[src/rtl/fib_datapath.sv]
// Datapath for an iterative Fibonacci engine driven by an external controller.
// Holds the operand pair, running sum, iteration counter and the registered result.
module fib_datapath #(
    parameter int WIDTH = 16,
    parameter int CNT_W = 5
) (
    input  logic             clock,
    input  logic             reset,
    input  logic             load_regs,
    input  logic             add_regs,
    input  logic             shift_regs,
    input  logic             decr_c,
    input  logic             ready,
    input  logic [CNT_W-1:0] n_in,
    output logic             zero,
    output logic [WIDTH-1:0] fib_out,
    output logic             overflow,
    output logic             result_valid
);

    logic [WIDTH-1:0] a_reg;
    logic [WIDTH-1:0] b_reg;
    logic [WIDTH-1:0] s_reg;
    logic             a_ovf;
    logic             b_ovf;
    logic             s_ovf;
    logic [CNT_W-1:0] c_reg;
    logic             busy;
    logic             ready_q;
    logic [WIDTH:0]   sum_full;
    logic             done;

    assign sum_full = {1'b0, a_reg} + {1'b0, b_reg};
    assign zero     = (c_reg == '0);
    assign done     = ready & ~ready_q & busy;

    // Overflow flags travel with their operands so a truncated term stays marked
    // through every later add and shift; shift always sees the pre-edge sum.
    always_ff @(posedge clock or negedge reset) begin
        if (!reset) begin
            a_reg <= '0;
            b_reg <= WIDTH'(1);
            s_reg <= '0;
            a_ovf <= 1'b0;
            b_ovf <= 1'b0;
            s_ovf <= 1'b0;
        end else if (load_regs) begin
            a_reg <= '0;
            b_reg <= WIDTH'(1);
            s_reg <= '0;
            a_ovf <= 1'b0;
            b_ovf <= 1'b0;
            s_ovf <= 1'b0;
        end else begin
            if (add_regs) begin
                s_reg <= sum_full[WIDTH-1:0];
                s_ovf <= sum_full[WIDTH] | a_ovf | b_ovf;
            end
            if (shift_regs) begin
                a_reg <= b_reg;
                b_reg <= s_reg;
                a_ovf <= b_ovf;
                b_ovf <= s_ovf;
            end
        end
    end

    // Counter saturates at zero so n_in = 0 still ends after one iteration.
    always_ff @(posedge clock or negedge reset) begin
        if (!reset) begin
            c_reg <= '0;
        end else if (load_regs) begin
            c_reg <= n_in;
        end else if (decr_c && (c_reg != '0)) begin
            c_reg <= c_reg - CNT_W'(1);
        end
    end

    always_ff @(posedge clock or negedge reset) begin
        if (!reset) begin
            busy    <= 1'b0;
            ready_q <= 1'b0;
        end else begin
            ready_q <= ready;
            if (load_regs) begin
                busy <= 1'b1;
            end else if (done) begin
                busy <= 1'b0;
            end
        end
    end

    // A result is published only on a ready rise that ends a loaded job.
    always_ff @(posedge clock or negedge reset) begin
        if (!reset) begin
            fib_out      <= '0;
            overflow     <= 1'b0;
            result_valid <= 1'b0;
        end else begin
            result_valid <= done;
            if (done) begin
                fib_out  <= a_reg;
                overflow <= a_ovf;
            end
        end
    end

endmodule

[config.mk]
export PLATFORM = sky130hd
export DESIGN_NAME = fib_datapath
export DESIGN_NICKNAME = d
export VERILOG_FILES = /design/src/rtl/fib_datapath.sv
export SDC_FILE = /design/constraint.sdc
export NUM_CORES = 1
export LEC_CHECK = 0
export CAP_MARGIN = 20
export CORE_AREA = 2 2 82 84
export DETAILED_ROUTE_END_ITERATION = 8
export DIE_AREA = 0 0 84 86
export GPL_ROUTABILITY_DRIVEN = 0
export MAX_ROUTING_LAYER = met4
export PLACE_DENSITY = 0.82
export SLEW_MARGIN = 20
export SYNTH_ARGS = -nofsm -noshare
export SYNTH_HDL_FRONTEND = slang
export SYNTH_SLANG_ARGS = --single-unit
[constraint.sdc]
create_clock -name clock -period 4.6 [get_ports clock]
set_input_delay 1.38 -clock clock [delete_from_list [all_inputs] [get_ports clock]]
set_output_delay 1.38 -clock clock [all_outputs]
set_load 0.01 [all_outputs]
==> metrics <==
register bit count reported by yosys=76; number of I/O port buffers=30; post-route total power=around 1.3 mW; switching power share of the total=23.6%; Site Rows=29; die span in x=84 µm; DRC viols=0; placement-stage worst setup slack=1.16 ns; Mapped Cells=roughly 370; number of nets in the final layout=approximately 430; Detailed Route WL=between 7 and 8 mm; Worst-Margin Slew=between 1 and 1.5 ns; setup slack of the worst register-to-register path=about 2.1 ns; first-pass GRT wire length=~13 mm; clock buffer count from CTS=9; peak fanout along the critical path=3; height of the chip=around 86 µm; hold_buf cts=0; Area growth, synth to finish=14.7%; final critical path time including I/O delays and setup=approximately 3.3 ns; Worst Skew=0.00905 ns; number of levels in the clock H-tree=3; Pwr Density=312 nW/µm²; predominant post-synthesis flop cell=sky130_fd_sc_hd__dfrtp_1; die footprint=7220 µm²; Yosys Warn Count=0; final global-route overflow total=0; Async S/R FF share, synth=100%; final design area excluding fillers=about 4300 µm²; worst-skew pair later-pin latency=around 0.35 ns; placeable core region=6280 µm²; worst endpoint data arrival time=around 1.9 ns; portion of the post-synthesis area used by sequential elements=between 50 and 60%; outcome=finished, final reports clean; number of clock sinks seen by CTS=76; number of I/O pins=31; violation count after the first detailed-route iteration=roughly 180; final clock period utilization by the worst path=between 70% and 80%; Slew Viols, Final=0; area fraction of the dominant cell type after synthesis=between 40% and 50%; count of flip-flops with a built-in enable after synthesis=0; fraction of final layout cells with drive strength greater than 1=about 6.7%; setup TNS=0 ns; final core utilization=between 60% and 70%; routed wire length per instance=~16 µm; antenna violations before repair=0; Switching Power=roughly 0.32 mW; Critical Path RT=3.22 ns; max-cap check violation count=0; placed inst area=~4100 µm²; final instance count without filler cells=479; antenna diode instance count=0; post-synthesis instance area=between 3000 and 4000 µm²; Post-Place Cells=about 460; setup fix buffers added after clock tree synthesis=0; via count of the first global-routing pass=roughly 2700; total global-route track usage=22.9%; highest achievable clock rate=approximately 300 MHz; Synth area leaders=sky130_fd_sc_hd__dfrtp_1 50%, sky130_fd_sc_hd__mux2i_1 11%, sky130_fd_sc_hd__nand2_1 6.5%, sky130_fd_sc_hd__ha_1 6.0%, sky130_fd_sc_hd__nor2_1 5.0%; post-route antenna net violation count=0; first-pass iteration count of the detailed router=4; via count=roughly 2700; maximum number of pins on one net before global-route repair=77; number of hold violations in the final report=0; number of gates resized after cts=0; unrepaired setup endpoints after global routing=false; estimated wirelength of the detail-placed design=between 5 and 6 mm; worst-case hold slack=around 0.48 ns; total nets after synthesis=400; effective utilization at floorplan=60.1%; vias per std cell=about 5.7; clock-pin slew of the registers on the worst-case setup and hold paths=0.08 ns; sequential group share of total power=between 50% and 60%; clock tree root driver cell=sky130_fd_sc_hd__clkbuf_8; launching element type of the critical path=register; kind of end point of the critical path=primary output; Tightest Hold Check Type=reg2reg; static power due to leakage=approximately 2.2 nW; worst slew margin relative to its limit=30.9%; worst setup margin=~1.3 ns; part of the power in combinational logic=7.7%; design internal power=a little over 1 mW; clock tree from TritonCTS=built; Final setup viols=0; Yosys top cell by area=sky130_fd_sc_hd__dfrtp_1; Netlist cell types=between 40 and 50; maximum clock path buffer count=2; start-to-end type of the worst setup path=reg2out; Max IR drop VDD=roughly 0.00022 V; Post-Synthesis Mean Instance Area=between 10 and 15 µm²; clock share of power=roughly 41%
[layout make-up]
| type | instances | area [µm²] |
|---|---|---|
| clock buffers | 10 | 128 |
| clock inverters | 6 | 88.8 |
| fillers | 471 | 1950 |
| inverters | 5 | 18.8 |
| multi-input cells | 273 | 1790 |
| flip-flops and latches | 76 | 1900 |
| well taps | 77 | 96.3 |
| repair buffers | 32 | 303 |
[worst paths after layout]
| kind | cells after the start | startpoint | end |
|---|---|---|---|
| setup reg to reg | 8 | a_reg[0]$_DFFE_PN0P_ | s_reg[14]$_DFFE_PN0P_ |
| hold reg to reg | 2 | fib_out[15]$_DFFE_PN0P_ | fib_out[15]$_DFFE_PN0P_ |
| setup / recovery | 4 | c_reg[0]$_DFFE_PN0P_ | zero |
| hold / removal | 2 | fib_out[15]$_DFFE_PN0P_ | fib_out[15]$_DFFE_PN0P_ |
| max in group asynchronous | 1 | reset | s_reg[15]$_DFFE_PN0P_ |
| min in group asynchronous | 1 | reset | c_reg[1]$_DFFE_PN0P_ |
[layer usage]
metal  up-vias  part of all wire, %  GRT usage [%]
li1       1331                    -              -
met1      1327                   49           30.5
met2        64                   46           34.1
met3        14                  4.0           4.72
met4         0                  1.8           10.7
met5         -                    0              -
[kinds of logic (layout without fill, tap and decap cells)]
kind of cell	count (synthesis)	count (layout)	share of synthesized area (%)
compound gates	52	52	9.91
fa+ha+maj	19	19	6.50
simple gates	146	146	16.6
xor+xnor	12	12	2.78
flops	76	76	50.4
buf+inv	20	53	2.09
mux	44	44	11.7
[synthesized netlist by cell type, types with 2 or more instances]
cell and instances:
sky130_fd_sc_hd__a21o_1 8, sky130_fd_sc_hd__a21oi_1 10, sky130_fd_sc_hd__a221o_1 2, sky130_fd_sc_hd__a31oi_1 2
sky130_fd_sc_hd__and3_1 4, sky130_fd_sc_hd__buf_1 3, sky130_fd_sc_hd__buf_2 3, sky130_fd_sc_hd__clkbuf_1 9
sky130_fd_sc_hd__dfrtp_1 75, sky130_fd_sc_hd__ha_1 18, sky130_fd_sc_hd__inv_1 4, sky130_fd_sc_hd__mux2_2 2
sky130_fd_sc_hd__mux2i_1 42, sky130_fd_sc_hd__nand2_1 65, sky130_fd_sc_hd__nand2b_1 6, sky130_fd_sc_hd__nand3_1 5
sky130_fd_sc_hd__nand3b_1 2, sky130_fd_sc_hd__nor2_1 50, sky130_fd_sc_hd__nor2b_1 4, sky130_fd_sc_hd__nor3_1 4
sky130_fd_sc_hd__nor4_1 2, sky130_fd_sc_hd__o211ai_1 2, sky130_fd_sc_hd__o21ai_0 9, sky130_fd_sc_hd__o22ai_1 3
sky130_fd_sc_hd__xnor2_1 9, sky130_fd_sc_hd__xor2_1 3
[critical path: stages, from the launching register on]
cell and delay, ns:
sky130_fd_sc_hd__dfrtp_1 0.39, sky130_fd_sc_hd__inv_1 0.12, sky130_fd_sc_hd__ha_1 0.18, sky130_fd_sc_hd__nor4b_1 0.28
sky130_fd_sc_hd__clkdlybuf4s50_1 0.61
[cells in the final DEF, fill, tap and decap left out, drive strengths merged, types with 4 or more instances in the layout]
master	instances
a21o	8
a21oi	10
and3	4
buf	5
clkbuf	10
clkdlybuf4s50	27
dfrtp	75
ha	18
inv	4
mux2i	42
nand2	65
nand2b	6
nand3	5
nor2	50
nor2b	4
nor3	4
o21ai	10
xnor2	9
[power groups by stage]
stage,Clock (mW),Combinational [mW],Sequential (mW)
floorplan,0,0.0643,0.706
global placement,0,0.103,0.707
detailed placement,0,0.105,0.708
CTS,0.560,0.105,0.695
global route,0.591,0.116,0.697
finish,0.551,0.104,0.695
Note: power is estimated with default switching activity, not from simulation.
